--- src/rtl/hazard_forward_unit.sv ---
// Forwarding and hazard controller for the 5-stage pipeline.
// It keeps a shadow copy of the X/M/W destination tags, generates the X-stage
// operand bypass selects, detects load-use hazards and freezes the pipeline
// while a multi-cycle mult/div operation is busy.
module hazard_forward_unit #(
    parameter int REG_W      = 5,
    parameter int MD_LATENCY = 32,
    parameter int MD_CNT_W   = 6
) (
    input  logic             clock,
    input  logic             reset,
    input  logic             dec_valid,
    input  logic [REG_W-1:0] dec_rs_a,
    input  logic [REG_W-1:0] dec_rs_b,
    input  logic [REG_W-1:0] dec_rd,
    input  logic             dec_we,
    input  logic             dec_load,
    input  logic             dec_md,
    input  logic             flush,
    output logic [1:0]       fwd_a_sel,
    output logic [1:0]       fwd_b_sel,
    output logic             stall_d,
    output logic             md_stall
);

    // The X entry needs sources (for bypass compares) and the load flag
    // (for load-use detection).
    typedef struct packed {
        logic             valid;
        logic [REG_W-1:0] rs_a;
        logic [REG_W-1:0] rs_b;
        logic [REG_W-1:0] rd;
        logic             we;
        logic             load;
    } x_entry_t;

    // M and W only act as producers, so only their destination side is kept.
    // A load in M is never a bypass source because the load-use stall keeps
    // its consumer out of X until the load has reached W.
    typedef struct packed {
        logic             valid;
        logic [REG_W-1:0] rd;
        logic             we;
    } wb_entry_t;

    localparam logic [REG_W-1:0]    ZERO_REG = '0;
    localparam logic [MD_CNT_W-1:0] MD_LOAD  = MD_CNT_W'(MD_LATENCY);
    localparam logic [MD_CNT_W-1:0] MD_ONE   = MD_CNT_W'(1);

    x_entry_t            x_stage;
    wb_entry_t           m_stage;
    wb_entry_t           w_stage;
    logic [MD_CNT_W-1:0] md_count;

    logic m_writer;
    logic w_writer;
    logic x_load_writer;
    logic issue_md;

    // Register 0 is hardwired, so a stage writing it is never a producer.
    assign m_writer      = m_stage.valid & m_stage.we & (m_stage.rd != ZERO_REG);
    assign w_writer      = w_stage.valid & w_stage.we & (w_stage.rd != ZERO_REG);
    assign x_load_writer = x_stage.valid & x_stage.load & x_stage.we
                           & (x_stage.rd != ZERO_REG);

    assign md_stall = (md_count != '0);

    // A mult/div only starts when it actually enters X this cycle.
    assign issue_md = dec_valid & dec_md & ~stall_d & ~flush & ~md_stall;

    // Load-use detection between the decode instruction and a load sitting in X.
    always_comb begin
        stall_d = 1'b0;
        if (dec_valid && x_load_writer &&
            ((x_stage.rd == dec_rs_a) || (x_stage.rd == dec_rs_b))) begin
            stall_d = 1'b1;
        end
    end

    // Operand bypass selects; M wins over W because it holds the newer value.
    always_comb begin
        fwd_a_sel = 2'b00;
        fwd_b_sel = 2'b00;
        if (x_stage.valid) begin
            if (m_writer && (m_stage.rd == x_stage.rs_a)) begin
                fwd_a_sel = 2'b01;
            end else if (w_writer && (w_stage.rd == x_stage.rs_a)) begin
                fwd_a_sel = 2'b10;
            end
            if (m_writer && (m_stage.rd == x_stage.rs_b)) begin
                fwd_b_sel = 2'b01;
            end else if (w_writer && (w_stage.rd == x_stage.rs_b)) begin
                fwd_b_sel = 2'b10;
            end
        end
    end

    // Mult/div busy counter: loaded on issue, counts down while frozen.
    always_ff @(posedge clock or posedge reset) begin
        if (reset) begin
            md_count <= '0;
        end else if (md_stall) begin
            md_count <= md_count - MD_ONE;
        end else if (issue_md) begin
            md_count <= MD_LOAD;
        end
    end

    // Shadow pipeline advance; frozen while mult/div is busy, bubble on stall or flush.
    always_ff @(posedge clock or posedge reset) begin
        if (reset) begin
            x_stage <= '0;
            m_stage <= '0;
            w_stage <= '0;
        end else if (!md_stall) begin
            w_stage <= m_stage;
            m_stage.valid <= x_stage.valid;
            m_stage.rd    <= x_stage.rd;
            m_stage.we    <= x_stage.we;
            if (stall_d || flush) begin
                x_stage <= '0;
            end else begin
                x_stage.valid <= dec_valid;
                x_stage.rs_a  <= dec_rs_a;
                x_stage.rs_b  <= dec_rs_b;
                x_stage.rd    <= dec_rd;
                x_stage.we    <= dec_we;
                x_stage.load  <= dec_load;
            end
        end
    end

endmodule
--- config.mk ---
export PLATFORM = sky130hd
export DESIGN_NAME = hazard_forward_unit
export DESIGN_NICKNAME = d
export VERILOG_FILES = /design/src/rtl/hazard_forward_unit.sv
export SDC_FILE = /design/constraint.sdc
export NUM_CORES = 1
export LEC_CHECK = 0
export CAP_MARGIN = 10
export CORE_MARGIN = 2
export CORE_UTILIZATION = 54
export CTS_CLUSTER_SIZE = 16
export DETAILED_ROUTE_END_ITERATION = 8
export HOLD_SLACK_MARGIN = 0.03
export PLACE_DENSITY = 0.79
export SETUP_SLACK_MARGIN = 0.3
export SLEW_MARGIN = 25
export SYNTH_ARGS = -nofsm -noshare
export SYNTH_HDL_FRONTEND = slang
export SYNTH_SLANG_ARGS = --single-unit
--- constraint.sdc ---
create_clock -name clock -period 2.4 [get_ports clock]
set_input_delay 0.6 -clock clock [delete_from_list [all_inputs] [get_ports clock]]
set_output_delay 0.6 -clock clock [all_outputs]
set_load 0.03 [all_outputs]
==> flow_metrics.py <==
metrics = {
    "status": {
        "status": "complete, but fails checks",
        "failed_checks": "setup timing",
    },
    "final_layout": {
        "synth_to_final_area_change_pct": 30.1,
        "final.fill_count": 290,
        "final_design_area_no_fill_um2": 2650,
        "antenna_cells": 0,
        "finish.cell_count_without_fillers": 320,
        "finalNetCount": 294,
        "post_route_cells_drive_above_1_share_pct": 25.0,
    },
    "critical_path": {
        "cpMostUsedCell": "buf_4",
        "critical_path.startpoint": "m_stage[3]$_DFFE_PP0P_",
        "critPathRequiredTime_ns": 1.80,
        "critical_path.cell_chain": "or4_4, o211ai_1, buf_4, nor4_2, nor4_4, buf_4",
        "critPathKind": "flip-flop to output pin",
        "endpoint": "fwd_a_sel[1]",
        "ff2ff_setup_slack_ns": 0.63,
        "worstSetupStartpointType": "flip-flop",
        "cp.depth": 6,
        "cp_slowest_cell": "or4_4",
        "max_stage_delay_ns": 0.52,
        "crit-reg2reg-launch": "x_stage[2]$_DFFE_PP0P_",
        "critPathArrivalTime_ns": 1.95,
        "worst_setup_path_end_kind": "output pin",
        "cpLargestDelayFamily": "simple AND/OR/NAND/NOR gates",
        "worst_r2r_path_depth": 6,
        "worst_r2r_endpoint": "x_stage[0]$_DFFE_PP0P_",
        "critical_path_buf_inv_count": 2,
        "crit_fanout": 3,
    },
    "clock_network": {
        "insertion_delay_ns": 0.30,
        "clock_tree_from_tritoncts": "built",
        "cts_hold_repair.buffers": 0,
        "cts-buffers-inserted": 5,
        "cts.reportedPaths.clkPinSlew_ns": 0.08,
        "clk_path_buf_depth": 2,
        "h-tree-depth": 2,
        "cts_num_sinks": 38,
        "clockRootBuffer": "clkbuf_8",
    },
    "drt": {
        "route.detailed.drc": 0,
        "drt_iter0_markers": 133,
        "pre_antenna_drt_iters": 4,
        "routed_wirelength_mm": 4.50,
        "post_drt_via_cell_ratio": 5.27,
        "ant_nets": 0,
        "routed_length_per_placed_instance_um": 14.1,
        "dr_total_vias": 1687,
    },
    "die": {
        "die_h_um": 65.4,
        "floorplan_row_count": 22,
        "fp.dieArea_um2": 4280,
        "floorplan.die.width_um": 65.4,
        "initial_utilization_pct": 56.1,
        "core_area_um2": 3630,
        "num_io_pins": 28,
    },
    "timing": {
        "rsz0062_at_grt": "true",
        "final.setup.tns_ns": -0.536,
        "slew-limit-headroom_pct": 67.8,
        "post-route-min-period_ns": 2.55,
        "final_critical_path_setup_slack_ns": -0.154,
        "timing_hold_violations_final": 0,
        "max_freq_mhz": 392,
        "finalCritPeriodShare_pct": 106,
        "slew_viol_final": 0,
        "clock_skew_ns": 0.00925,
        "finalSetupViolations": 4,
        "max_slew.worst_pin.slew_ns": 0.483,
    },
    "synth": {
        "synth-async-reset-ratio_pct": 100,
        "yosysWarnings": 0,
        "synth_top_flop_cell": "dfrtp_1",
        "yosysSeqAreaShare_pct": 46.7,
        "postSynthAreaPerCell_um2": 8.97,
        "post_synth_instance_area_um2": 2040,
        "synthDistinctLibCells": 35,
        "synthCells": 227,
        "yosys_register_bits": 38,
        "synthesis.nets": 250,
        "number_of_synthesized_flops_with_an_enable_pin": 0,
    },
    "place": {
        "portBuffers": 27,
        "placement.cell_area_um2": 2420,
        "global_placer_s_final_weighted_congestion": 0.904,
        "dp.final_hpwl_mm": 2.98,
        "placed_cells_incl_taps": 303,
    },
    "global_route": {
        "global_route_wire_length_before_repair_mm": 7.56,
        "vias_in_the_first_global_route": 1597,
        "grt.total_usage_pct": 23.6,
        "grt_max_degree": 39,
        "antenna_found_initial": 0,
        "grt_overflow": 0,
    },
    "worst_hold_path": {
        "timing.hold.worst.class": "flip-flop to flip-flop",
    },
    "power": {
        "cellPowerDensity_nw_per_um2": 1200,
        "irDropWorstVdd_mv": 0.679,
        "reported_leakage_power_uw": 0.00124,
    },
    "run": {
        "drv.max_cap_violation_count": 0,
    },
}
==> sequential cells by signal (all words and copies together) (netlist names) <==
register	count
x_stage	18
m_stage	7
w_stage	7
md_count	6
==> cell type report <==
| class | count | area [um^2] | area share, % |
|---|---|---|---|
| Sequential cell | 38 | 955 | 36.0 |
| Multi-Input combinational cell | 177 | 1110 | 41.9 |
| Clock inverter | 3 | 40.0 | 1.51 |
| Clock buffer | 5 | 68.8 | 2.60 |
| Tap cell | 48 | 60.1 | 2.27 |
| Inverter | 4 | 15.0 | 0.567 |
| Timing Repair Buffer | 45 | 400 | 15.1 |
==> stage by stage <==
step / setup WS [ns] / hold slack [ns] / util (%) / power (uW)
floorplan: 0.208 / 0.442 / - / 2110
global placement: -0.0912 / 0.467 / 66.7 / 2420
detailed placement: -0.0982 / 0.474 / 66.7 / 2460
CTS: -0.176 / 0.492 / 71.2 / 3080
global route: -0.222 / 0.566 / 72.9 / 3430
finish: -0.154 / 0.518 / 72.9 / 3190
==> layer usage <==
metal	global-route usage, %	vias up	part of all wire [%]
met4	7.03	0	1.3
met3	5.14	7	4.4
met1	32.2	794	46
li1	-	837	-
met2	38.0	49	49
met5	0	-	0
==> cells in the mapped netlist (all sizes together), types with 3 or more instances <==
cell,count,area [um^2]
nand2,81,304
dfrtp,38,951
xor2,24,210
o21ai,23,164
nor2,10,37.5
xnor2,6,52.6
buf,5,30.0
nor3,5,25.0
or4,5,41.3
nor4,4,37.5
clkbuf,3,11.3
inv,3,11.3
==> cell usage in the layout (no fill, tap or decap), types with 3 or more instances in the layout <==
master	n
buf_4	20
buf_6	3
clkbuf_8	5
clkdlybuf4s50_1	10
dfrtp_1	35
dfrtp_2	3
dlygate4sd2_1	11
inv_1	3
nand2_1	81
nor2_1	9
nor3_2	3
nor4_4	3
o21ai_0	11
o21ai_2	10
or4_4	4
xnor2_1	6
xor2_1	24
==> power breakdown <==
group	switching [uW]	total, uW	internal [uW]
clock	229	535	306
combinational	705	1360	656
sequential	348	1290	946
total	1280	3190	1910
==> worst min-delay path by stage <==
stage	from	endpoint	slack, ns	cells past startpoint
after floorplan	x_stage[0]$_DFFE_PP0P_	x_stage[0]$_DFFE_PP0P_	0.44	2
after global placement	w_stage[0]$_DFFE_PP0P_	w_stage[0]$_DFFE_PP0P_	0.47	2
after detailed placement	w_stage[0]$_DFFE_PP0P_	w_stage[0]$_DFFE_PP0P_	0.47	2
after CTS	w_stage[0]$_DFFE_PP0P_	w_stage[0]$_DFFE_PP0P_	0.49	2
after global routing	x_stage[1]$_DFFE_PP0P_	m_stage[0]$_DFFE_PP0P_	0.57	2
final	x_stage[1]$_DFFE_PP0P_	m_stage[0]$_DFFE_PP0P_	0.52	2
==> cell families after synthesis <==
group           synth area share (%)
flops                           46.7
simple gates                    24.8
mux                            0.553
buf+inv                         2.76
xor+xnor                        12.9
compound gates                  11.7
fa+ha+maj                      0.614
==> timing repair <==
| action | CTS | global route |
|---|---|---|
| setup buffers | 6 | 3 |
| pin swaps | 6 | 3 |
| resized for setup | 25 | 9 |
| endpoints found under the setup margin | 6 | 6 |
==> worst min-delay path, delay by kind of cell (launching register included) <==
| family | cells | cell delay [ns] |
|---|---|---|
| DFF | 1 | 0.38 |
| and+or+nand+nor | 2 | 0.11 |
Note: power is estimated with default switching activity, not from simulation.
